==> config.mk <==
export PLATFORM = sky130hd
export DESIGN_NAME = denorm_shifter
export DESIGN_NICKNAME = d
export VERILOG_FILES = /design/src/rtl/denorm_shifter_pkg.sv /design/src/rtl/denorm_shifter_sticky_shift_stage.sv /design/src/rtl/denorm_shifter.sv
export SDC_FILE = /design/constraint.sdc
export NUM_CORES = 1
export LEC_CHECK = 0
export CELL_PAD_IN_SITES_DETAIL_PLACEMENT = 1
export CELL_PAD_IN_SITES_GLOBAL_PLACEMENT = 1
export CORE_MARGIN = 10
export CORE_UTILIZATION = 39
export CTS_BUF_LIST = sky130_fd_sc_hd__clkbuf_8
export CTS_CLUSTER_SIZE = 40
export DETAILED_ROUTE_END_ITERATION = 6
export PLACE_DENSITY = 0.94
export SLEW_MARGIN = 5
export SYNTH_ARGS = -nofsm -noshare
export SYNTH_HDL_FRONTEND = slang
export SYNTH_HIERARCHICAL = 1
export SYNTH_SLANG_ARGS = --single-unit
==> constraint.sdc <==
create_clock -name clk -period 2.94 [get_ports clk]
set_clock_uncertainty 0.15 [all_clocks]
set_input_delay 0.588 -clock clk [delete_from_list [all_inputs] [get_ports clk]]
set_output_delay 0.588 -clock clk [all_outputs]
set_load 0.01 [all_outputs]
==> src/rtl/denorm_shifter_pkg.sv <==
// Shared FPU definitions used by the denormalizing right shifter.
//   denorm_state_t : control states of the iterative shifter
//   GRS_BITS       : number of guard/round bits appended below the mantissa
package denorm_shifter_pkg;

    typedef enum logic [1:0] {
        IDLE  = 2'd0,
        SHIFT = 2'd1,
        DONE  = 2'd2
    } denorm_state_t;

    localparam int GRS_BITS = 2;

endpackage

==> src/rtl/denorm_shifter_sticky_shift_stage.sv <==
// sticky_shift_stage: combinational right shift of a W-bit vector by k
// (0..STRIDE), reporting the OR of every bit that falls off the bottom.
// Ports:
//   din        in  W       vector to shift
//   k          in  LEVELS  shift amount, never larger than STRIDE
//   dout       out W       din >> k
//   dropped_or out 1       OR of din[k-1:0]
// One mux level per bit of k, so log2(STRIDE)+1 levels in total; the top
// level is only taken for k == STRIDE.
module sticky_shift_stage #(
    parameter int W      = 34,
    parameter int STRIDE = 4,
    parameter int LEVELS = $clog2(STRIDE) + 1
) (
    input  logic [W-1:0]      din,
    input  logic [LEVELS-1:0] k,
    output logic [W-1:0]      dout,
    output logic              dropped_or
);

    // Binary-weighted shift levels; each level collects the bits it discards.
    always_comb begin
        dout       = din;
        dropped_or = 1'b0;
        for (int i = 0; i < LEVELS; i++) begin
            // Low (1<<i) bits of the current partial result are lost at this level.
            dropped_or = dropped_or | (k[i] & (|(dout & ~({W{1'b1}} << (32'd1 << i)))));
            dout       = k[i] ? (dout >> (32'd1 << i)) : dout;
        end
    end

endmodule

==> src/rtl/denorm_shifter.sv <==
// denorm_shifter: iterative right-shift denormalizer with guard/round/sticky
// capture. Shifts at most STRIDE bits per cycle behind valid/ready handshakes.
// Ports:
//   clk, reset           clock, asynchronous active-high reset
//   InValid / InReady    request handshake (Num, ShiftAmt sampled on accept)
//   Num [WIDTH]          mantissa to denormalize
//   ShiftAmt [CBITS]     unsigned right-shift count
//   OutValid / OutReady  result handshake
//   Result [WIDTH]       shifted mantissa
//   Guard, Round, Sticky first dropped bit, second dropped bit, OR of the rest
module denorm_shifter
    import denorm_shifter_pkg::*;
#(
    parameter int WIDTH  = 32,
    parameter int CBITS  = $clog2(WIDTH + 1),
    parameter int STRIDE = 4
) (
    input  logic             clk,
    input  logic             reset,
    input  logic             InValid,
    output logic             InReady,
    input  logic [WIDTH-1:0] Num,
    input  logic [CBITS-1:0] ShiftAmt,
    output logic             OutValid,
    input  logic             OutReady,
    output logic [WIDTH-1:0] Result,
    output logic             Guard,
    output logic             Round,
    output logic             Sticky
);

    localparam int EXT_W = WIDTH + GRS_BITS;
    localparam int RBITS = CBITS + 1;
    localparam int KBITS = $clog2(STRIDE) + 1;

    localparam logic [RBITS-1:0] MAX_SHIFT = RBITS'(EXT_W);
    localparam logic [RBITS-1:0] STRIDE_R  = RBITS'(STRIDE);

    denorm_state_t    state_q, state_d;
    logic [EXT_W-1:0] ext_q, ext_d;
    logic             sticky_q, sticky_d;
    logic [RBITS-1:0] rem_q, rem_d;
    logic             in_ready_q, in_ready_d;
    logic             out_valid_q, out_valid_d;

    logic [RBITS-1:0] amt_ext_s;
    logic [RBITS-1:0] amt_clamped_s;
    logic [KBITS-1:0] step_s;
    logic [RBITS-1:0] rem_next_s;
    logic [EXT_W-1:0] ext_shifted_s;
    logic             dropped_s;

    // Clamp the request amount: past EXT_W every bit is already gone, and the
    // sticky OR of the whole mantissa falls out of the normal iteration.
    always_comb begin
        amt_ext_s = {1'b0, ShiftAmt};
        if (amt_ext_s > MAX_SHIFT) begin
            amt_clamped_s = MAX_SHIFT;
        end else begin
            amt_clamped_s = amt_ext_s;
        end
    end

    // Per-cycle step k = min(STRIDE, remaining) and the remaining count after it.
    always_comb begin
        if (rem_q >= STRIDE_R) begin
            step_s = KBITS'(STRIDE);
        end else begin
            step_s = rem_q[KBITS-1:0];
        end
        rem_next_s = rem_q - {{(RBITS-KBITS){1'b0}}, step_s};
    end

    sticky_shift_stage #(
        .W      (EXT_W),
        .STRIDE (STRIDE)
    ) u_stage (
        .din        (ext_q),
        .k          (step_s),
        .dout       (ext_shifted_s),
        .dropped_or (dropped_s)
    );

    // Next-state and datapath update for the IDLE/SHIFT/DONE controller.
    always_comb begin
        state_d  = state_q;
        ext_d    = ext_q;
        sticky_d = sticky_q;
        rem_d    = rem_q;
        case (state_q)
            IDLE: begin
                // in_ready_q is low for the first cycle after reset release.
                if (InValid && in_ready_q) begin
                    ext_d    = {Num, {GRS_BITS{1'b0}}};
                    sticky_d = 1'b0;
                    rem_d    = amt_clamped_s;
                    if (amt_clamped_s == {RBITS{1'b0}}) begin
                        state_d = DONE;
                    end else begin
                        state_d = SHIFT;
                    end
                end else begin
                    state_d = IDLE;
                end
            end
            SHIFT: begin
                ext_d    = ext_shifted_s;
                sticky_d = sticky_q | dropped_s;
                rem_d    = rem_next_s;
                if (rem_next_s == {RBITS{1'b0}}) begin
                    state_d = DONE;
                end else begin
                    state_d = SHIFT;
                end
            end
            DONE: begin
                if (OutReady) begin
                    state_d = IDLE;
                end else begin
                    state_d = DONE;
                end
            end
            default: begin
                state_d = IDLE;
            end
        endcase
        // Handshake flags are registered copies of the upcoming state.
        in_ready_d  = (state_d == IDLE);
        out_valid_d = (state_d == DONE);
    end

    // State, datapath and handshake registers.
    always_ff @(posedge clk or posedge reset) begin
        if (reset) begin
            state_q     <= IDLE;
            ext_q       <= {EXT_W{1'b0}};
            sticky_q    <= 1'b0;
            rem_q       <= {RBITS{1'b0}};
            in_ready_q  <= 1'b0;
            out_valid_q <= 1'b0;
        end else begin
            state_q     <= state_d;
            ext_q       <= ext_d;
            sticky_q    <= sticky_d;
            rem_q       <= rem_d;
            in_ready_q  <= in_ready_d;
            out_valid_q <= out_valid_d;
        end
    end

    assign InReady  = in_ready_q;
    assign OutValid = out_valid_q;
    assign Result   = ext_q[EXT_W-1:GRS_BITS];
    assign Guard    = ext_q[1];
    assign Round    = ext_q[0];
    assign Sticky   = sticky_q;

endmodule

* Yosys cells after proc, flatten, opt, wreduce, memory -nomap -nowiden
Index checks and enable logic that the tools add are counted.
** Storage, ports and cells
- Memory bits (writable) :: 0
- Output and inout port bits :: 37
- Latch bits :: 0
- Memories kept :: 0
- Register bits :: 46
- Bits in read-only memories :: 0
** Cells by class
- Divide/modulo/power cells :: 0
- Multiply operators :: 0
- Muxes and demuxes :: 16
- Add/sub/neg operators :: 1
- Equality and inequality tests :: 4
- Bitwise logic cells :: 6
- Shift-type cells :: 0
- $lt $le $gt $ge :: 2
- Reduce and logical (&&, ||, !) cells :: 9
** Operator list (number)
- 34-bit two-way mux :: 4
- 34-bit case mux with 2 select lines :: 1
- 7-bit logical NOT :: 2
- 7-bit case mux with 2 select lines :: 1
- 2-bit two-way mux :: 4
- 7-bit by 3-bit >= comparator with 1-bit output, second input constant :: 1
- 7-bit two-way mux :: 1
- 7-bit by 3-bit subtractor with 7-bit output :: 1
- 6-bit greater-than comparator, second input constant :: 1
- 6-bit two-way mux :: 1
- 2-bit case mux with 3 select lines :: 1
- 2-bit equality test, second input constant :: 2
- 2-bit logical NOT :: 2
- 4-bit OR reduction :: 1
- 1-bit bitwise AND :: 3
- 3-bit two-way mux :: 1
- 1-bit bitwise OR :: 3
- 2-bit by 1-bit equality test with 1-bit output, second input constant :: 1
- 2-bit != test, second input constant :: 1
- 1-bit case mux with 2 select lines :: 1
- 2-bit AND reduction :: 1
- 2-bit nonzero test :: 1
- 2-bit OR reduction :: 1
- 1-bit logical AND :: 1
- 1-bit two-way mux :: 1

* Logic depth before layout (Yosys ltp)
- Depth after elaboration :: 9
- Mapped depth :: 11

* Modules after synthesis
The synthesis kept the hierarchy.
** By module, submodules not included
- denorm_shifter :: area each 2316.0 um^2, instances 1, cells an instance 273, seq. area each 1151.1 um^2
- sticky_shift_stage :: area each 1126.1 um^2, instances 1, cells an instance 122, seq. area each 0.0 um^2

* Worst setup path after synthesis
Ideal clock, no wire load.
- Kind :: register to register
- Start :: reg rem_q[4]
- End :: reg sticky_q, in the netlist Sticky
- Setup time :: 0.129 ns
- Slack :: 0.234 ns
- Data required time :: 2.661 ns
- Data arrival time :: 2.427 ns
- Cell stages (with the launch flop) :: 10
- Path through :: dfrtp_1 > or3_4 > nor3_2 > and2_1 > buf_6 > mux4_2 > nor4_1 > o221ai_1 > a21oi_1 > o21ai_0
** Between the ends
- Cells in the longest elaborated chain, start to end :: 9
- Elaborated cells between the ends (all ways) :: 13
- Classes of those cells :: order compare: 1; mux: 4; bitwise: 6; reduce/logical: 2
** Ends and longest elaborated chain
- start: declaration :: line denorm_shifter.sv:42 : logic [RBITS-1:0] rem_q, rem_d;
- start signal: assignment :: line denorm_shifter.sv:138 : rem_q <= {RBITS{1'b0}};
- start signal: assignment :: line denorm_shifter.sv:145 : rem_q <= rem_d;
- 7-bit by 3-bit >= comparator with 1-bit output * :: line denorm_shifter.sv:66 : if (rem_q >= STRIDE_R) begin
- 3-bit two-way mux * :: line denorm_shifter.sv:66
- via step_s[0] :: line denorm_shifter.sv:48 : logic [KBITS-1:0] step_s;
- 34-bit two-way mux :: line denorm_shifter_sticky_shift_stage.sv:28 : dout = k[i] ? (dout >> (32'd1 << i)) : dout;
- 34-bit two-way mux / 2-bit OR reduction (equally long branches) :: line denorm_shifter_sticky_shift_stage.sv:28, denorm_shifter_sticky_shift_stage.sv:27
- 4-bit OR reduction / 1-bit bitwise AND (equally long branches) :: line denorm_shifter_sticky_shift_stage.sv:27 : dropped_or = dropped_or | (k[i] & (|(dout & ~({W{1'b1}} << (32'd1 << i)))));
- 1-bit bitwise AND / 1-bit bitwise OR (equally long branches) :: line denorm_shifter_sticky_shift_stage.sv:27
- 1-bit bitwise OR * :: line denorm_shifter_sticky_shift_stage.sv:27
- via dropped_s :: line denorm_shifter.sv:51 : logic dropped_s;
- 1-bit bitwise OR * :: line denorm_shifter.sv:108 : sticky_d = sticky_q | dropped_s;
- 1-bit case mux with 2 select lines * :: line denorm_shifter.sv:90 : case (state_q)
- end signal: assignment :: line denorm_shifter.sv:144 : sticky_q <= sticky_d;
- end: declaration :: line denorm_shifter.sv:41 : logic sticky_q, sticky_d;
The timed path passes the listed nets; every way through them passes the cells marked *.
A chain may end at the register's enable or synchronous reset.

* Worst setup path in the final report
- Start :: reg rem_q[6]
- End :: reg ext_q[16]
** Between the ends
- Cells in the longest elaborated chain, start to end :: 6
** Ends and longest elaborated chain
- 7-bit by 3-bit >= comparator with 1-bit output :: line denorm_shifter.sv:66
- 3-bit two-way mux :: line denorm_shifter.sv:66
- via step_s[0] :: line denorm_shifter.sv:48
- 34-bit two-way mux (3 in series) :: line denorm_shifter_sticky_shift_stage.sv:28
- via ext_shifted_s[16] :: line denorm_shifter.sv:50 : logic [EXT_W-1:0] ext_shifted_s;
- 34-bit case mux with 2 select lines :: line denorm_shifter.sv:90
- end signal: assignment :: line denorm_shifter.sv:136 : ext_q <= {EXT_W{1'b0}};
- end signal: assignment :: line denorm_shifter.sv:143 : ext_q <= ext_d;
- end: declaration :: line denorm_shifter.sv:40 : logic [EXT_W-1:0] ext_q, ext_d;
The timed path passes the listed nets, and every way through them passes these cells.

==> impl_metrics.py <==
metrics = {
    "status": {
        "status": "finished clean",
    },
    "run": {
        "cap_viol_max_count": 0,
    },
    "clock_network": {
        "cts.path.max_buffers": 2,
        "cts-htree-levels": 2,
        "cts_made_buffers": 5,
        "ctsRootBufferMaster": "sky130_fd_sc_hd__clkbuf_8",
        "cts_num_sinks": 46,
        "tritoncts": "done",
        "path_clk_slew_ps": 90,
        "clock_latency_ps": 310,
        "cts_hold_buf": 0,
    },
    "timing": {
        "finalMaxSlewViolations": 0,
        "highest_achievable_clock_rate_ghz": 0.348,
        "finalSetupTns_ps": 0,
        "slew-limit-headroom_pct": 61.2,
        "finalCriticalPeriod_ps": 2880,
        "finalSetupViolCount": 0,
        "finalHoldWorstSlack_ps": 415,
        "report.final.hold_viol_count": 0,
        "worst_slew_pin_slew_ps": 577,
        "final.period_utilization_pct": 97.8,
    },
    "power": {
        "p_leak_nw": 1.91,
        "cellInternalPower_mw": 2.90,
        "power.share.combinational_pct": 67.2,
        "power.ir.vdd_worst_v": 0.000491,
        "share_clk_of_total_power_pct": 8.0,
        "power.sequential.fraction_pct": 24.8,
        "net_switching_power_of_the_design_mw": 2.67,
        "powerDensity_nw_per_um2": 1250,
        "power_switching_share_pct": 48.0,
    },
    "critical_path": {
        "timing.critical_path.arrival_ps": 2910,
        "crit_slowest_cell": "sky130_fd_sc_hd__dfrtp_1",
        "series_of_cell_instances_along_the_critical_path": "or3_4 -> nor3_4 -> and2_4 -> buf_4 -> mux2_2 -> mux2i_1 -> mux2i_1 -> nand2_1 -> a31oi_1",
        "critical_path.most_common_cell": "sky130_fd_sc_hd__mux2i_1",
        "cp-end-kind": "flop",
        "critical_path_required_ps": 2970,
        "critical_path.n_buffers_inverters": 1,
        "critical-path-top-delay-family": "simple AND/OR/NAND/NOR gates",
        "category_of_the_worst_setup_path_launch_point": "flop",
        "critical_path_class": "flop to flop",
        "slowest_delay_ps": 460,
        "top_fanout_value_on_the_critical_path": 15,
    },
    "detailed_routing": {
        "detail_route.wl_per_cell_um": 20.0,
        "routed-wl-met3_um": 564,
        "drt-total-wl_mm": 11.4,
        "drt_drc_violations_left": 0,
        "dr_wl_met2_mm": 5.98,
        "firstDrtPassIters": 4,
        "m1WireLength_mm": 4.59,
        "detail_route.vias_per_cell": 5.84,
        "ant_nets": 0,
        "via_count": 3323,
        "top_layer_used": "met4",
        "drtIter0Drc": 105,
    },
    "floorplanning": {
        "num_io_pins": 79,
        "die_height_um": 114,
        "fp.dieW_um": 114,
        "start_util_pct": 39.9,
        "die_area_um2": 13000,
        "rows": 34,
        "core-area_um2": 8640,
    },
    "worst_hold_path": {
        "hold_path.class": "flop to flop",
    },
    "yosys": {
        "sequential_element_share_of_the_synthesized_area_pct": 33.4,
        "yosys-top-cells-count": "sky130_fd_sc_hd__nand2_1, sky130_fd_sc_hd__mux2i_1, sky130_fd_sc_hd__dfrtp_1",
        "post_synth.cell_area_avg_um2": 8.71,
        "netlist_top_cells_area": "sky130_fd_sc_hd__dfrtp_1, sky130_fd_sc_hd__mux2i_1, sky130_fd_sc_hd__mux2_2",
        "yosys.area.top_type": "sky130_fd_sc_hd__dfrtp_1",
        "synth.ff_latch_count": 46,
        "post_synth_inst_count": 395,
        "yosys.area.top_type_share_pct": 33.4,
        "synthArstFlopShare_pct": 100,
        "synth_most_common_cell": "sky130_fd_sc_hd__nand2_1",
        "synth.cell_area_um2": 3440,
        "edff_count_synth": 0,
        "mappedNetlistNets": 439,
        "ys.warnings.count": 6,
        "synth_cell_type_count": 48,
        "ys_dominant_reg_cell": "sky130_fd_sc_hd__dfrtp_1",
    },
    "global_route": {
        "grt_remaining_overflow": 0,
        "vias_in_the_first_global_route": 3723,
        "pin_count_of_the_biggest_net_entering_global_routing": 40,
        "global_route_wire_length_before_repair_mm": 18.7,
        "grt_antenna_before_repair": 0,
        "global_route.usage.total_pct": 17.3,
    },
    "layout": {
        "final_cell_area_um2": 4440,
        "antenna-diode-count": 0,
        "layout-drive-gt1-share_pct": 14.5,
        "layout-area-overhead-vs-synth_pct": 29.1,
        "final_net_count": 504,
    },
    "place": {
        "finalWeightedCongestion": 0.902,
        "placement.io_buffers": 78,
        "placedInstanceArea_um2": 4330,
        "detail_placement_hpwl_mm": 8.55,
    },
}
[path summary, 6_finish.rpt]
path / slack [ps] / from / to / cells after the start
max: 60 / rem_q[6]$_DFFE_PP0P_ / ext_q[16]$_DFFE_PP0P_ / 9
min: 410 / rem_q[0]$_DFFE_PP0P_ / rem_q[0]$_DFFE_PP0P_ / 1
max reg2reg: 60 / rem_q[6]$_DFFE_PP0P_ / ext_q[16]$_DFFE_PP0P_ / 9
min reg2reg: 410 / rem_q[0]$_DFFE_PP0P_ / rem_q[0]$_DFFE_PP0P_ / 1
max in group asynchronous: 1620 / reset / ext_q[26]$_DFFE_PP0P_ / 3
min in group asynchronous: 490 / reset / OutValid$_DFF_PP0_ / 2
[flip-flops by register name (all words and copies together) (netlist names)]
register,flops
ext_q,34
rem_q,7
state_q,2
InReady,1
OutValid,1
Sticky,1
[power groups by stage]
stage | combinational, mW | sequential (mW) | clock (mW)
2_1_floorplan | 2.37 | 1.36 | 0
3_3_place_gp | 3.45 | 1.36 | 0
3_5_place_dp | 3.68 | 1.38 | 0
4_1_cts | 3.73 | 1.37 | 0.455
5_1_grt | 4.12 | 1.44 | 0.479
6_report | 3.74 | 1.38 | 0.447
[cells in the final DEF (no fill, tap or decap), types with 2 or more instances in the layout]
master,netlist,routed
sky130_fd_sc_hd__o31ai_1,2,2
sky130_fd_sc_hd__mux2i_1,52,51
sky130_fd_sc_hd__nand3b_1,2,2
sky130_fd_sc_hd__nor2_1,43,43
sky130_fd_sc_hd__conb_1,2,2
sky130_fd_sc_hd__buf_12,0,3
sky130_fd_sc_hd__o21ai_0,9,9
sky130_fd_sc_hd__a21o_1,3,3
sky130_fd_sc_hd__or4_1,3,3
sky130_fd_sc_hd__o21ai_1,2,2
sky130_fd_sc_hd__nor4_1,4,4
sky130_fd_sc_hd__inv_2,2,3
sky130_fd_sc_hd__nor3_1,4,4
sky130_fd_sc_hd__o22ai_1,5,5
sky130_fd_sc_hd__dfrtp_1,46,46
sky130_fd_sc_hd__mux4_2,4,4
sky130_fd_sc_hd__clkbuf_8,0,7
sky130_fd_sc_hd__buf_4,2,9
sky130_fd_sc_hd__clkdlybuf4s50_1,0,78
sky130_fd_sc_hd__a22o_1,3,3
sky130_fd_sc_hd__ha_1,2,2
sky130_fd_sc_hd__a21oi_1,8,8
sky130_fd_sc_hd__inv_1,7,6
sky130_fd_sc_hd__mux2_2,29,29
sky130_fd_sc_hd__a31oi_1,34,34
sky130_fd_sc_hd__nand2_1,73,73
[logic make-up after synthesis]
family                   count (synthesis)  synth area share [%]
AND/OR/NAND/NOR                        146                  19.0
multiplexers                            85                  27.2
AO/OA/AOI/OAI                           73                  13.5
flip-flops                              46                  33.4
buffers and inverters                   41                  5.85
adder cells (fa/ha/maj)                  2                 0.727
other                                    2                 0.218
[routing by layer]
metal	global-route usage, %	up-vias
li1	-	1542
met1	19.1	1658
met2	31.8	102
met3	3.46	21
met4	6.43	0
met5	0	-
[per-stage QoR]
step / power (mW) / std cells / util, % / worst slack, ps
2_1_floorplan: 3.73 / 395 / - / 234
3_3_place_gp: 4.81 / 561 / 50.1 / 122
3_5_place_dp: 5.06 / 561 / 50.1 / -31.7
4_1_cts: 5.56 / 569 / 51.3 / 39.2
5_1_grt: 6.04 / 569 / 51.5 / -1.30
6_report: 5.57 / 569 / 51.5 / 63.8
[worst register-to-register path, cell delays in order (launching register included)]
cell and delay [ps]:
sky130_fd_sc_hd__dfrtp_1 460, sky130_fd_sc_hd__or3_4 400, sky130_fd_sc_hd__nor3_4 240, sky130_fd_sc_hd__and2_4 250, sky130_fd_sc_hd__buf_4 250, sky130_fd_sc_hd__mux2_2 400, sky130_fd_sc_hd__mux2i_1 300, sky130_fd_sc_hd__mux2i_1 130
sky130_fd_sc_hd__nand2_1 100, sky130_fd_sc_hd__a31oi_1 80
[cell type report]
type                    count  area, um2
multi-input cells         308       2110
clock inverters             1       8.76
clock buffers               7       96.3
inverters                   9       33.8
fillers                   992       4190
repair buffers             90        908
well taps                 108        135
flip-flops and latches     46       1150
[timing repair]
item | CTS | global route
gates resized for setup | 1 | 4
setup buffers | 0 | 0
endpoints found under the setup margin | 16 | 31
Note: power is estimated with default switching activity, not from simulation.
